File: config.mk
export PLATFORM = sky130hd
export DESIGN_NAME = ad9833_multi_ctrl
export DESIGN_NICKNAME = d
export VERILOG_FILES = /design/src/rtl/ad9833_multi_ctrl.sv
export SDC_FILE = /design/constraint.sdc
export NUM_CORES = 1
export LEC_CHECK = 0
export BUFFER_PORTS_ARGS = -buffer_cell sky130_fd_sc_hd__buf_2
export CORE_MARGIN = 1
export CORE_UTILIZATION = 50
export CTS_CLUSTER_DIAMETER = 150
export DETAILED_ROUTE_END_ITERATION = 12
export GPL_ROUTABILITY_DRIVEN = 0
export GPL_TIMING_DRIVEN = 0
export PLACE_DENSITY_LB_ADDON = 0.08
export SETUP_SLACK_MARGIN = 0.5
export SLEW_MARGIN = 15
export SYNTH_ARGS = -nofsm -noshare
export SYNTH_HDL_FRONTEND = slang
export SYNTH_SLANG_ARGS = --single-unit
File: constraint.sdc
create_clock -name i_clk -period 1.8 [get_ports i_clk]
set_input_delay 0.18 -clock i_clk [delete_from_list [all_inputs] [get_ports i_clk]]
set_output_delay 0.18 -clock i_clk [all_outputs]
set_load 0.1 [all_outputs]
File: src/rtl/ad9833_multi_ctrl.sv
// rtl/ad9833_multi_ctrl.sv - serial write sequencer for up to four AD9833 DDS devices on a shared SCLK/SDATA bus
// Define AD9833_PHASE_WRITE_EN to append a PHASE0 word to every sequence.
module ad9833_multi_ctrl #(
  parameter int NUM_CH  = 2,
  parameter int CLK_DIV = 25
) (
  input  logic              i_clk,
  input  logic              i_rst_n,
  input  logic              i_go,
  input  logic [1:0]        i_ch,
  input  logic [27:0]       i_freq,
  input  logic [11:0]       i_phase,
  input  logic [1:0]        i_wave,
  output logic [NUM_CH-1:0] o_fsync,
  output logic              o_sclk,
  output logic              o_sdata,
  output logic              o_ack,
  output logic              o_busy,
  output logic              o_done,
  output logic              o_err
);

`ifdef AD9833_PHASE_WRITE_EN
  localparam int NUM_WORDS = 4;
`else
  localparam int NUM_WORDS = 3;
`endif
  localparam int               DIV_W     = (CLK_DIV > 1) ? $clog2(CLK_DIV) : 1;
  localparam logic [DIV_W-1:0] DIV_LAST  = DIV_W'(CLK_DIV - 1);
  localparam logic [1:0]       LAST_WORD = 2'(NUM_WORDS - 1);

  typedef enum logic [2:0] {
    IDLE,
    LOAD,
    SHIFT,
    GAP,
    DONE
  } state_t;

  state_t           state_q, state_d;
  logic [1:0]       ch_q, ch_d;
  logic [27:0]      freq_q, freq_d;
  logic [1:0]       wave_q, wave_d;
  logic [1:0]       word_q, word_d;
  logic [15:0]      shreg_q, shreg_d;
  logic [3:0]       bit_q, bit_d;
  logic [DIV_W-1:0] div_q, div_d;
  logic             sclk_q, sclk_d;
  logic             frame_q, frame_d;
  logic             busy_q, busy_d;
  logic             done_q, done_d;
  logic             err_q, err_d;
  logic [1:0]       nxt_idx;
  logic [15:0]      next_word;
  logic             ch_ok;

`ifdef AD9833_PHASE_WRITE_EN
  logic [11:0]      phase_q, phase_d;
`else
  logic             unused_phase;
  assign unused_phase = ^i_phase;
`endif

  function automatic logic [15:0] ctrl_word(input logic [1:0] wave);
    case (wave)
      2'b01:   ctrl_word = 16'h2002;
      2'b10:   ctrl_word = 16'h2028;
      default: ctrl_word = 16'h2000;
    endcase
  endfunction

  assign ch_ok   = 32'(i_ch) < NUM_CH;
  assign nxt_idx = word_q + 2'd1;

  // Words after the first come from the latched request; word 0 is built from the live inputs at accept time.
  always_comb begin
    next_word = ctrl_word(wave_q);
    case (nxt_idx)
      2'd1:    next_word = {2'b01, freq_q[13:0]};
      2'd2:    next_word = {2'b01, freq_q[27:14]};
`ifdef AD9833_PHASE_WRITE_EN
      2'd3:    next_word = {4'hC, phase_q};
`endif
      default: next_word = ctrl_word(wave_q);
    endcase
  end

  always_comb begin
    state_d = state_q;
    ch_d    = ch_q;
    freq_d  = freq_q;
    wave_d  = wave_q;
`ifdef AD9833_PHASE_WRITE_EN
    phase_d = phase_q;
`endif
    word_d  = word_q;
    shreg_d = shreg_q;
    bit_d   = bit_q;
    div_d   = div_q;
    sclk_d  = sclk_q;
    frame_d = frame_q;
    busy_d  = busy_q;
    done_d  = 1'b0;
    err_d   = 1'b0;
    case (state_q)
      IDLE: begin
        if (i_go) begin
          ch_d    = i_ch;
          freq_d  = i_freq;
          wave_d  = i_wave;
`ifdef AD9833_PHASE_WRITE_EN
          phase_d = i_phase;
`endif
          word_d  = 2'd0;
          shreg_d = ctrl_word(i_wave);
          bit_d   = 4'd0;
          div_d   = '0;
          sclk_d  = 1'b1;
          busy_d  = 1'b1;
          state_d = LOAD;
          frame_d = ch_ok;
          err_d   = !ch_ok;
        end
      end
      LOAD, SHIFT: begin
        if (err_q) begin
          busy_d  = 1'b0;
          state_d = IDLE;
        end else begin
          state_d = SHIFT;
          if (div_q == DIV_LAST) begin
            div_d = '0;
            if (sclk_q) begin
              sclk_d = 1'b0;
            end else if (bit_q == 4'd15) begin
              // Word complete: FSYNC and SCLK rise together
              sclk_d  = 1'b1;
              frame_d = 1'b0;
              shreg_d = '0;
              if (word_q == LAST_WORD) begin
                busy_d  = 1'b0;
                done_d  = 1'b1;
                state_d = DONE;
              end else begin
                state_d = GAP;
              end
            end else begin
              sclk_d  = 1'b1;
              bit_d   = bit_q + 4'd1;
              shreg_d = {shreg_q[14:0], 1'b0};
            end
          end else begin
            div_d = div_q + DIV_W'(1);
          end
        end
      end
      GAP: begin
        if (div_q == DIV_LAST) begin
          div_d   = '0;
          word_d  = nxt_idx;
          shreg_d = next_word;
          bit_d   = 4'd0;
          sclk_d  = 1'b1;
          frame_d = 1'b1;
          state_d = LOAD;
        end else begin
          div_d = div_q + DIV_W'(1);
        end
      end
      DONE:    state_d = IDLE;
      default: state_d = IDLE;
    endcase
  end

  always_ff @(posedge i_clk or negedge i_rst_n) begin
    if (!i_rst_n) begin
      state_q <= IDLE;
      ch_q    <= '0;
      freq_q  <= '0;
      wave_q  <= '0;
`ifdef AD9833_PHASE_WRITE_EN
      phase_q <= '0;
`endif
      word_q  <= '0;
      shreg_q <= '0;
      bit_q   <= '0;
      div_q   <= '0;
      sclk_q  <= 1'b1;
      frame_q <= 1'b0;
      busy_q  <= 1'b0;
      done_q  <= 1'b0;
      err_q   <= 1'b0;
    end else begin
      state_q <= state_d;
      ch_q    <= ch_d;
      freq_q  <= freq_d;
      wave_q  <= wave_d;
`ifdef AD9833_PHASE_WRITE_EN
      phase_q <= phase_d;
`endif
      word_q  <= word_d;
      shreg_q <= shreg_d;
      bit_q   <= bit_d;
      div_q   <= div_d;
      sclk_q  <= sclk_d;
      frame_q <= frame_d;
      busy_q  <= busy_d;
      done_q  <= done_d;
      err_q   <= err_d;
    end
  end

  // ch_q is stable for the whole frame, so each FSYNC only toggles with frame_q
  always_comb begin
    for (int k = 0; k < NUM_CH; k++) begin
      o_fsync[k] = !(frame_q && (32'(ch_q) == k));
    end
  end

  assign o_ack   = i_rst_n && (state_q == IDLE) && i_go;
  assign o_busy  = busy_q || o_ack;
  assign o_sclk  = sclk_q;
  assign o_sdata = frame_q && shreg_q[15];
  assign o_done  = done_q;
  assign o_err   = err_q;

endmodule

# Yosys cells after proc, flatten, opt, wreduce, memory -nomap -nowiden
# Index checks and enable logic that the tools add are counted.
dict set report totals {
  input_bits 47
  mem_bits_rw 0
  mem_bits_ro 0
  memories 0
  out_inout_bits 8
  latchBits 0
  register_bits 67
}
dict set report classes {
  add_sub_neg 3
  reduce_logical 24
  eq_ne 24
  n_lt_le_gt_ge 1
  bitwise 0
  mul 0
  shift 0
  n_div 0
  muxes 58
}
# op n
set op_table {}
lappend op_table {{$mux W16} 6}
lappend op_table {{$pmux W16 S3} 1}
lappend op_table {{$pmux W15 S2} 1}
lappend op_table {{$mux W4} 6}
lappend op_table {{$pmux W6 S2} 2}
lappend op_table {{$mux W1} 23}
lappend op_table {{$mux W3} 7}
lappend op_table {{$mux W5} 3}
lappend op_table {{$pmux W5 S3} 1}
lappend op_table {{$ne A2 B2 Y1 const B} 7}
lappend op_table {{$reduce_and A7 Y1} 2}
lappend op_table {{$ne A3 B3 Y1 const B} 4}
lappend op_table {{$pmux W4 S3} 1}
lappend op_table {{$reduce_and A6 Y1} 2}
lappend op_table {{$pmux W3 S3} 1}
lappend op_table {{$eq A2 B1 Y1 const B} 4}
lappend op_table {{$eq A2 B2 Y1 const B} 4}
lappend op_table {{$eq A3 B2 Y1 const B} 2}
lappend op_table {{$pmux W1 S3} 2}
lappend op_table {{$reduce_and A3 Y1} 2}
lappend op_table {{$add A5 B1 Y5 const B} 1}
lappend op_table {{$eq A5 B5 Y1 const B} 1}
lappend op_table {{$logic_and A1 B1 Y1} 5}
lappend op_table {{$reduce_and A5 Y1} 1}
lappend op_table {{16 further kinds} 21}

# Logic depth before layout (Yosys ltp)
# Gate-level depths: netlist (run 1).
dict set report depth {
  ltp_word 7
  depth_mapped 8
  depth_no_buf 6
}

# Worst setup path after synthesis (run 1)
# Ideal clock, no wire load.
dict set report synth_timing {
  path_type {reg-to-output}
  from {register state_q[1]}
  to {output port o_busy}
  arrival_ns 2.079
  t_required_ns 1.620
  path_stages_with_launch 5
  slack_ns -0.459
  path_cell_list {dfrtp_1 > buf_6 > nor2_1 > and3_1 > or2_2}
}
dict set report synth_via {
  elab_chain_cells 4
}
# item line_no
set synth_lines {}
lappend synth_lines {{from (decl)} 40} ;# state_t state_q, state_d;
lappend synth_lines {{from (signal assigned)} 194} ;# state_q <= state_d;
lappend synth_lines {{$logic_not A3 Y1} 220} ;# assign o_ack = i_rst_n && (state_q == IDLE) && i_go;
lappend synth_lines {{$logic_and A1 B1 Y1 (2 in a row)} 220}
lappend synth_lines {{via o_ack} 17} ;# output logic o_ack,
lappend synth_lines {{$logic_or A1 B1 Y1} 221} ;# assign o_busy = busy_q || o_ack;
lappend synth_lines {{to (decl)} 18} ;# output logic o_busy,
# The timed path passes the listed nets, and every way through them passes these cells.

# Worst setup path in the final report (run 1)
dict set report layout_timing {
  from {register state_q[2]}
  to {register bit_q[2]}
}
dict set report layout_via {
  elab_chain_cells 4
  elab_cells_between_ends 14
}
# item line_no
set layout_lines {}
lappend layout_lines {{$eq A3 B1 Y1 / $eq A3 B2 Y1 (equally long branches)} 105} ;# case (state_q)
lappend layout_lines {{$reduce_or A2 Y1} 105}
lappend layout_lines {{$ne A2 B2 Y1 (no line) / $reduce_bool A3 Y1 (equally long branches)} n/a}
lappend layout_lines {{$reduce_and A7 Y1 (no line)} n/a}
lappend layout_lines {{to (signal assigned)} 203} ;# bit_q <= bit_d;
lappend layout_lines {{to (decl)} 46} ;# logic [3:0] bit_q, bit_d;
# Several ways; a longest one is shown, not always the timed one.
# A chain may end at the register's enable or synchronous reset.

==> flow_metrics.env, run 1 <==
export IMPL_status="finished, violations left"
export IMPL_violations="hold timing, setup timing"
export IMPL_synth_cell_type_count=47
export IMPL_period_share_pct=103
export IMPL_rows=29
export IMPL_pwr_share_clk_pct=17.6
export IMPL_synth_seq_area_share_pct=50.7
export IMPL_crit_slowest_cell="dfrtp_1"
export IMPL_rsz0062_at_grt="true"
export IMPL_p_sw_share_pct=41.2
export IMPL_insertion_delay_ns=0.35
export IMPL_ant_nets=0
export IMPL_relSlewSlack_pct=45.7
export IMPL_finalHoldViolCount=50
export IMPL_synth_nets=421
export IMPL_ys_ff_latch=67
export IMPL_cpPeakStageDelay_ns=0.43
export IMPL_path_class="reg -> reg"
export IMPL_holdWs_ns=-0.188
export IMPL_ioPinCount=55
export IMPL_crit_path_frequent_cell="buf_6"
export IMPL_netlist_area_um2=3310
export IMPL_cap_viol_max_count=0
export IMPL_post_route_util_pct=79.5
export IMPL_dr_pass1_iters=5
export IMPL_drive_above_1_share_pct=44.9
export IMPL_yosysWarningCount=0
export IMPL_synthArstFlopShare_pct=100
export IMPL_comb_power_share_pct=51.8
export IMPL_hp_class="in -> async"
export IMPL_grtUsageTotal_pct=29.9
export IMPL_hold_buffers=1
export IMPL_synth_top_area_share_pct=49.9
export IMPL_wirelength_mm=10.7
export IMPL_drt_iter0_drc=371
export IMPL_core_area_um2=6390
export IMPL_routed_wl_met2_mm=5.14
export IMPL_numPortBuffers=42
export IMPL_setup_violations=6
export IMPL_wire_per_inst_um=19.4
export IMPL_routed_top_layer="met4"
export IMPL_place_hpwl_mm=5.42
export IMPL_numClockSinks=67
export IMPL_cts_buffer_depth=2
export IMPL_final_max_slew_viol_count=0
export IMPL_synth_edf_count=0
export IMPL_die_area_um2=6950
export IMPL_critPathArrivalTime_ns=2.10
export IMPL_grt_pass1_vias=3185
export IMPL_crit_fanout=10
export IMPL_p_seq_share_pct=30.5
export IMPL_critPathLaunchType="register"
export IMPL_endpoint_kind="register"
export IMPL_met1_length_mm=4.58
export IMPL_htreeDepth=3
export IMPL_nFillCells=398
export IMPL_cts_root_buf="clkbuf_8"
export IMPL_synthFlopType="dfrtp_1"
export IMPL_grt_max_degree=52
export IMPL_synth_cells=368
export IMPL_fmax_ghz=0.542
export IMPL_dieHeight_um=83.4
export IMPL_overflow=0
export IMPL_final_min_clock_period_ns=1.85
export IMPL_p_sw_mw=3.50
export IMPL_crit_chain="buf_6 -> o21bai_4 -> a211o_1 -> buf_6 -> a211oi_4 -> mux2i_1"
export IMPL_grt_pass1_wl_mm=16.1
export IMPL_finClkSkew_ns=0.00875
export IMPL_drc=0
export IMPL_cts_buffers=9
export IMPL_antenna_found_initial=0
export IMPL_power_density_nw_per_um2=1670
export IMPL_synth_largest_area_cell="dfrtp_1"
export IMPL_n_antenna_cell=0
export IMPL_finalNetCount=520
export IMPL_start_util_pct=51.8
export IMPL_dieWidth_um=83.4
export IMPL_leakagePower_nw=2.42
export IMPL_cts_tree="yes"
export IMPL_worst_slew_pin_slew_ns=0.812
export IMPL_cts_clk_slew_worst_paths_ns=0.08
export IMPL_num_vias=3192
export IMPL_required_ns=2.06
export IMPL_syn_area_per_cell_um2=8.99
export IMPL_route_met3_wl_um=594
export IMPL_vdd_drop_max_mv=1.31
export IMPL_p_int_mw=4.98
export IMPL_vias_per_cell=5.81
export IMPL_synth_area_top_cells="dfrtp_1, nand2_1, o21ai_0"
export IMPL_fin_ws_ns=-0.0466
export IMPL_area_growth_synth_to_final_pct=53.5
## flip-flops by register name, summed over array words and instances (netlist names)
name,cells
shreg_q,16
wave_q,2
o_done,1
div_q,5
state_q,3
o_sclk,1
o_err,1
word_q,2
ch_q,2
frame_q,1
busy_q,1
bit_q,4
freq_q,28
## cell usage after synthesis, types with 3 or more instances
cell type	instances
nand2_1	104
clkbuf_1	15
a211oi_1	4
mux2_2	4
nor3b_1	4
o21ai_0	25
nand3_1	22
mux2i_1	3
nor3_1	4
a221o_1	6
and3_1	3
inv_1	13
dfrtp_1	66
a22oi_1	13
ha_1	6
nor2_1	18
a21oi_1	15
and2_1	3
buf_6	5
## power by group through the flow
stage	sequential [mW]	clock (mW)	combinational [mW]
floorplan	2.46	0	2.14
global placement	2.53	0	2.66
detailed placement	2.55	0	2.74
CTS	2.54	1.49	3.86
global route	2.64	1.57	4.69
finish	2.59	1.50	4.40
## cell type report
type                    count  area, um^2  share of cell area [%]
flip-flops and latches     67        1690                    33.2
clock buffers              11         151                    2.98
plain buffers              23         280                    5.52
multi-input cells         265        1930                    38.0
well taps                  77        96.3                    1.90
inverters                  13        48.8                   0.961
clock inverters             5        83.8                    1.65
repair buffers             88         801                    15.8
## timing repair
| item | 4_1_cts | 5_1_grt |
|---|---|---|
| pin swaps | 34 | 25 |
| resized for setup | 134 | 63 |
| setup buffers | 29 | 10 |
| endpoints found under the setup margin | 73 | 74 |
| endpoints found under the hold margin | 17 | 50 |
| gates cloned | 5 | 0 |
## path summary, 6_finish.rpt
check / slack, ns / depth (start not counted) / start / endpoint
max: -0.05 / 6 / state_q[2]$_DFFE_PN0P_ / bit_q[2]$_DFFE_PN0P_
min: -0.19 / 2 / i_rst_n / ch_q[0]$_DFFE_PN0P_
max reg2reg: -0.05 / 6 / state_q[2]$_DFFE_PN0P_ / bit_q[2]$_DFFE_PN0P_
min reg2reg: 0.48 / 2 / freq_q[18]$_DFFE_PN0P_ / freq_q[18]$_DFFE_PN0P_
max in group asynchronous: 0.79 / 2 / i_rst_n / freq_q[15]$_DFFE_PN0P_
min in group i_clk: 0.01 / 3 / i_ch[0] / ch_q[0]$_DFFE_PN0P_
## through the flow
stage | power, mW | std cells | instance area (um^2) | setup TNS, ns | worst slack, ns
finish | 8.48 | 549 | 5080 | -0.121 | -0.0466
CTS | 7.89 | 539 | 4790 | -0.00155 | -0.00155
floorplan | 4.60 | 368 | 3410 | -0.107 | -0.0242
detailed placement | 5.29 | 488 | 3740 | -1.34 | -0.113
global route | 8.91 | 549 | 5080 | -0.458 | -0.0743
global placement | 5.20 | 487 | 3710 | -2.54 | -0.693
## layer usage
metal,up-vias,GRT usage [%]
met3,31,7.95
li1,1455,-
met5,-,0
met4,0,13.2
met2,133,46.6
met1,1573,39.2
## cell families (layout without fill, tap and decap cells)
logic type	after synthesis	count (layout)	synth area share, %
simple gates	172	172	22.9
compound gates	78	78	15.5
flops	67	67	50.7
buf+inv	36	140	5.25
mux	7	7	2.27
fa+ha+maj	6	6	2.27
xor+xnor	2	2	1.10
## cells in the final DEF, fill, tap and decap left out, types with 6 or more instances in the layout
master,count
nand3_2,10
nand2_1,100
buf_2,33
a22oi_1,11
buf_4,28
o21ai_1,7
nand3_1,11
dfrtp_1,64
buf_6,21
a221o_1,6
nor2_1,12
inv_1,9
buf_12,8
o21ai_2,13
a21oi_1,10
clkbuf_8,18
## critical path, delay by kind of cell (launching register included)
family,cells,cell delay (ns)
compound gates,3,0.73
flops,1,0.43
buf+inv,2,0.34
mux,1,0.26
No activity file was read; power rests on OpenSTA's default activity.
==> run 2: changes to the inputs <==
--- a/config.mk
+++ b/config.mk
@@ -5,6 +5,7 @@
 export SDC_FILE = /design/constraint.sdc
 export NUM_CORES = 1
 export LEC_CHECK = 0
+export ABC_AREA = 1
 export BUFFER_PORTS_ARGS = -buffer_cell sky130_fd_sc_hd__buf_2
 export CORE_MARGIN = 1
 export CORE_UTILIZATION = 50
==> run 2 against run 1 <==
The flow finishes with violations (DRC, hold timing). Critical path depth rose by 2. Setup slack gained 0.089 ns. Clock power fell by 5%. Synthesized cell count up 12%. Flip-flop and latch count did not move. Clock-buffer cell count down 1. Clock skew grew 0.0058 ns. Power decreased by 64%. First-iteration DRC count is 48% lower. Critical endpoint is now o_busy.
==> flow_metrics.env, run 2 <==
export IMPL_status="finished, violations left"
export IMPL_violations="DRC, hold timing"
export IMPL_regMostFlops="freq_q"
export IMPL_fmax_ghz=0.569
export IMPL_core_area_um2=6420
export IMPL_r2r_slack_ns=0.21
export IMPL_synth_cell_type_count=27
export IMPL_yosysWarningCount=0
export IMPL_netlist_area_um2=3360
export IMPL_path_class="reg -> out"
export IMPL_worst_slew_pin_slew_ns=0.483
export IMPL_numClockSinks=67
export IMPL_r2r_end="shreg_q[11]$_DFFE_PN0P_"
export IMPL_syn_area_per_cell_um2=8.14
export IMPL_dr_pass1_iters=8
export IMPL_synthArstFlopShare_pct=100
export IMPL_die_area_um2=7040
export IMPL_start_util_pct=52.3
export IMPL_dieHeight_um=83.9
export IMPL_final_min_clock_period_ns=1.76
export IMPL_finalNetCount=558
export IMPL_rows=29
export IMPL_synth_most_common_cell="nand2_1"
export IMPL_synth_cells=412
export IMPL_drc=2
export IMPL_power_density_nw_per_um2=631
export IMPL_setup_violations=0
export IMPL_tns_ns=0
export IMPL_cts_buffer_depth=2
export IMPL_dp_slack_ns=0.00164
export IMPL_wire_per_inst_um=15.3
export IMPL_fin_ws_ns=0.0420
export IMPL_period_share_pct=97.7
export IMPL_synth_area_top_cells="dfrtp_1, nand2_1, mux2_2"
export IMPL_cts_root_buf="clkbuf_8"
export IMPL_multi_input_area_um2=1740
export IMPL_synthFlopType="dfrtp_1"
export IMPL_ant_nets=0
export IMPL_num_vias=3078
export IMPL_cts_clk_slew_worst_paths_ns=0.08
export IMPL_wirelength_mm=9.01
export IMPL_relSlewSlack_pct=68.0
export IMPL_numPortBuffers=42
export IMPL_hp_class="in -> async"
export IMPL_leakagePower_nw=2.53
export IMPL_rsz0062_at_grt="true"
export IMPL_vias_per_cell=5.24
export IMPL_seq_area_um2=1690
export IMPL_place_hpwl_mm=5.19
export IMPL_final_common_cell="nand2_1"
export IMPL_synth_top_area_share_pct=49.2
export IMPL_final_max_slew_viol_count=0
export IMPL_drive_above_1_share_pct=39.8
export IMPL_synth_edf_count=0
export IMPL_reg_top3="freq_q: 28 flops, shreg_q: 16 flops, div_q: 5 flops"
export IMPL_grt_max_degree=37
export IMPL_vdd_drop_max_mv=0.457
export IMPL_reg2reg_depth=8
export IMPL_area_growth_synth_to_final_pct=42.2
export IMPL_cts_tree="yes"
export IMPL_synth_seq_area_share_pct=50.0
export IMPL_finalHoldViolCount=31
export IMPL_n_antenna_cell=0
export IMPL_required_ns=1.62
export IMPL_ys_ff_latch=67
export IMPL_dieWidth_um=83.9
export IMPL_cap_viol_max_count=0
export IMPL_ioPinCount=55
export IMPL_critPathLaunchType="register"
export IMPL_cts_buffers=9
export IMPL_nFillCells=456
export IMPL_total_power_mw=3.01
export IMPL_overflow=0
export IMPL_synth_nets=465
export IMPL_grtUsageTotal_pct=26.5
export IMPL_grt_pass1_wl_mm=14.4
export IMPL_synth_common_cells="nand2_1, dfrtp_1, inv_1"
export IMPL_crit_fanout=2
export IMPL_antenna_found_initial=0
export IMPL_insertion_delay_ns=0.35
export IMPL_finClkSkew_ns=0.0145
export IMPL_final_cell_mix="nand2_1, dfrtp_1, buf_2"
export IMPL_htreeDepth=3
export IMPL_synth_largest_area_cell="dfrtp_1"
export IMPL_largest_reg_flops=28
export IMPL_drt_iter0_drc=192
export IMPL_holdWs_ns=-0.228
export IMPL_r2r_start="state_q[2]$_DFFE_PN0P_"
export IMPL_grt_pass1_vias=2999
export IMPL_endpoint_kind="primary output"
export IMPL_critPathArrivalTime_ns=1.58
run 2: cell types whose count changed after synthesis, moves of 4 or more:
cell / delta
a211oi_1: -4
mux2_2: +14
nand2_1: +44
buf_2: +4
a22oi_1: -13
inv_1: +30
clkbuf_1: -13
nand3_2: +4
nor2_1: +13
nor3b_1: -4
a221o_1: -6
run 2: cell families (layout without fill, tap and decap cells):
logic type,after synthesis,count (layout),synth area share (%)
multiplexers,18,18,6.04
XOR/XNOR,2,2,0.522
AND/OR/NAND/NOR,223,224,28.1
adder cells (fa/ha/maj),6,6,2.24
AO/OA/AOI/OAI,41,41,6.23
flip-flops,67,67,50.0
buffers and inverters,55,152,6.90
run 2: worst max-delay path by stage:
stage / from / end / slack, ns / cells after the start
finish: state_q[0]$_DFFE_PN0P_ / o_busy / 0.04 / 8
global route: state_q[0]$_DFFE_PN0P_ / o_busy / -0.01 / 8
CTS: state_q[1]$_DFFE_PN0P_ / o_busy / 0.04 / 8
detailed placement: i_rst_n / o_busy / 0.002 / 6
global placement: i_rst_n / o_busy / -0.69 / 5
floorplan: state_q[0]$_DFFE_PN0P_ / o_busy / -0.19 / 7
run 2: power by group:
group          total [mW]  internal (mW)  switching [mW]
clock                1.43          0.817           0.614
sequential           1.50           1.50               0
combinational      0.0776         0.0319          0.0457
run 2: what timing repair did:
item	in CTS	in global routing
endpoints found under the hold margin	31	31
pin swaps	21	6
resized for setup	85	27
endpoints found under the setup margin	74	74
cloned	7	0
buffers inserted	27	5
run 2: critical path, stage by stage, from the launching register on:
cell	delay (ns)
dfrtp_1	0.39
nor2_2	0.14
nand2_2	0.08
inv_2	0.08
nand2_4	0.05
buf_8	0.11
nor2_4	0.08
or2_4	0.13
buf_12	0.16
run 2: per-layer routing:
metal	track usage [%]	share of wire [%]
met2	44.0	51
met4	12.1	3.2
met3	4.35	4.5
met1	34.2	41
met5	0	0
run 2: final cells by class:
cell class / instances / share of cell area (%)
well taps: 77 / 2.02
repair buffers: 80 / 14.5
plain buffers: 10 / 2.86
flip-flops and latches: 67 / 35.4
multi-input cells: 291 / 36.6
clock inverters: 6 / 1.86
inverters: 45 / 3.83
clock buffers: 10 / 2.88
repair inverters: 1 / 0.157
run 2: metrics by stage:
stage	cells	instance area, um^2	utilization, %
floorplan	412	3460	-
global placement	531	3770	58.7
detailed placement	532	3790	59.0
CTS	582	4640	72.3
global route	587	4770	74.3
finish	587	4770	74.3
==> run 3: changes to the inputs <==
--- a/config.mk
+++ b/config.mk
@@ -8,7 +8,8 @@
 export ABC_AREA = 1
 export BUFFER_PORTS_ARGS = -buffer_cell sky130_fd_sc_hd__buf_2
 export CORE_MARGIN = 1
-export CORE_UTILIZATION = 50
+export CORE_UTILIZATION = 53
+export CTS_BUF_LIST = sky130_fd_sc_hd__clkbuf_4
 export CTS_CLUSTER_DIAMETER = 150
 export DETAILED_ROUTE_END_ITERATION = 12
 export GPL_ROUTABILITY_DRIVEN = 0
==> run 3 against run 2 <==
The run ends with hold timing, setup timing left. Cell area rose by 7.5%. Clock-buffer cell count is the same. Global-route usage is 3.5 points higher. Die area is 5.5% lower. First-iteration DRC count grew 8.9%. Final cell count increased by 5.1%. Flip-flop and latch count is the same. Clock power decreased by 31%. Setup slack lost 0.16 ns. Worst hold slack worse by 0.15 ns.
==> flow_metrics.env, run 3 (synthesis gave the netlist of run 2 again) <==
export IMPL_finalNetCount=590
export IMPL_grt_pass1_vias=3226
export IMPL_cts_clk_slew_worst_paths_ns=0.11
export IMPL_vdd_drop_max_mv=0.582
export IMPL_total_power_mw=2.63
export IMPL_critPathLaunchType="register"
export IMPL_violations="hold timing, setup timing"
export IMPL_rows=28
export IMPL_dieWidth_um=81.6
export IMPL_final_area_um2=5130
export IMPL_p_seq_share_pct=57.3
export IMPL_dieHeight_um=81.6
export IMPL_wirelength_mm=10.3
export IMPL_endpoint_kind="primary output"
export IMPL_regMostFlops="freq_q"
export IMPL_fmax_ghz=0.522
export IMPL_cap_viol_max_count=0
export IMPL_grt_pass1_wl_mm=14.7
export IMPL_numPortBuffers=42
export IMPL_final_max_slew_viol_count=0
export IMPL_start_util_pct=55.7
export IMPL_holdWs_ns=-0.374
export IMPL_relSlewSlack_pct=78.3
export IMPL_grt_max_degree=52
export IMPL_n_antenna_cell=0
export IMPL_ioPinCount=55
export IMPL_wire_per_inst_um=16.8
export IMPL_reg_top3="freq_q: 28 flops, shreg_q: 16 flops, div_q: 5 flops"
export IMPL_num_vias=3363
export IMPL_cpPeakStageDelay_ns=0.43
export IMPL_finalHoldViolCount=67
export IMPL_final_min_clock_period_ns=1.91
export IMPL_crit_fanout=2
export IMPL_cts_buffers=9
export IMPL_grtUsageTotal_pct=30.0
export IMPL_drt_iter0_drc=209
export IMPL_p_sw_share_pct=23.8
export IMPL_critPathTopFamily="simple AND/OR/NAND/NOR gates"
export IMPL_core_area_um2=6030
export IMPL_drive_above_1_share_pct=38.2
export IMPL_worst_slew_pin_slew_ns=0.326
export IMPL_largest_reg_flops=28
export IMPL_path_class="reg -> out"
export IMPL_pwr_share_clk_pct=37.8
export IMPL_crit_slowest_cell="dfrtp_1"
export IMPL_rsz0062_at_grt="true"
export IMPL_setup_violations=2
export IMPL_critPathArrivalTime_ns=1.73
export IMPL_ant_nets=0
export IMPL_place_inst=530
export IMPL_insertion_delay_ns=0.42
export IMPL_hp_class="in -> async"
export IMPL_area_growth_synth_to_final_pct=52.8
export IMPL_antenna_found_initial=0
export IMPL_comb_power_share_pct=4.9
export IMPL_final_common_cell="nand2_1"
export IMPL_final_cell_mix="nand2_1, dfrtp_1, buf_2"
export IMPL_hold_buffers=24
export IMPL_crit_chain="nor2_2 -> nand2_1 -> inv_2 -> nand2_4 -> buf_8 -> nor2_4 -> or2_4 -> buf_12"
export IMPL_nFillCells=349
export IMPL_placed_area_um2=3800
export IMPL_fin_ws_ns=-0.114
export IMPL_drc=0
export IMPL_cts_tree="yes"
export IMPL_status="finished, violations left"
export IMPL_cts_buffer_depth=2
export IMPL_critical_path_buf_inv_count=3
export IMPL_leakagePower_nw=2.68
export IMPL_dp_slack_ns=0.0313
export IMPL_htreeDepth=3
export IMPL_period_share_pct=106
export IMPL_finClkSkew_ns=0.00920
export IMPL_dr_pass1_iters=5
export IMPL_instances_no_fill=617
export IMPL_p_sw_mw=0.624
export IMPL_p_int_mw=2.00
export IMPL_cts_root_buf="clkbuf_4"
export IMPL_numClockSinks=67
export IMPL_die_area_um2=6650
export IMPL_overflow=0
export IMPL_required_ns=1.62
export IMPL_power_density_nw_per_um2=512
export IMPL_place_hpwl_mm=5.15
export IMPL_vias_per_cell=5.45
==> run 3: changes by cell type in the layout (fill, tap and decap cells not counted), sizes merged <==
cell,delta
buf,+10
clkinvlp,-2
dlygate4sd3,+24
bufinv,-1
bufbuf,-2
clkbuf,+1
clkinv,+3
nand2,-1
==> run 3: final timing paths <==
path                                            to              startpoint  slack, ns  cells after the start
hold / removal                    o_done$_DFF_PN0_                 i_rst_n      -0.37                      1
setup reg to reg           shreg_q[10]$_DFFE_PN0P_  state_q[0]$_DFFE_PN0P_       0.08                     11
hold reg to reg             shreg_q[6]$_DFFE_PN0P_  shreg_q[6]$_DFFE_PN0P_       0.48                      2
setup / recovery                            o_busy  state_q[1]$_DFFE_PN0P_      -0.11                      8
max in group asynchronous          o_err$_DFF_PN0_                 i_rst_n       1.63                      2
min in group i_clk          freq_q[10]$_DFFE_PN0P_              i_freq[10]       0.03                      3
==> run 3: timing repair <==
action                                  4_1_cts  5_1_grt
hold endpoints to repair                     91       67
resized for setup                            94       50
setup buffers                                30        9
pin swaps                                    30       15
endpoints found under the setup margin       75       74
gates cloned                                  6        2
==> run 3: per-stage QoR <==
stage	util (%)	TNS, ns
floorplan	-	-0.187
global placement	62.5	-1.31
detailed placement	63.0	0
CTS	80.6	-0.104
global route	85.1	-0.433
finish	85.1	-0.217
==> run 3: power by group through the flow <==
stage	sequential (mW)	combinational, mW	clock [mW]
3_3_place_gp	1.53	0.0710	0
4_1_cts	1.50	0.121	0.998
3_5_place_dp	1.53	0.0805	0
6_report	1.50	0.130	0.991
2_1_floorplan	1.53	0.00379	0
5_1_grt	1.50	0.143	1.07
==> run 3: metal layers <==
layer  share of wire [%]  track usage (%)
met5                   0                0
met4                 3.2             12.1
met3                 5.4             5.44
met2                  53             53.4
met1                  39             35.8
==> run 3: layout make-up <==
type | count | area, um^2 | area share [%]
multi-input cells | 290 | 1840 | 35.8
flip-flops and latches | 67 | 1690 | 32.9
repair buffers | 113 | 1050 | 20.5
inverters | 45 | 180 | 3.51
plain buffers | 10 | 141 | 2.76
well taps | 75 | 93.8 | 1.83
clock buffers | 10 | 75.1 | 1.46
clock inverters | 6 | 56.3 | 1.10
repair inverters | 1 | 5.00 | 0.0976
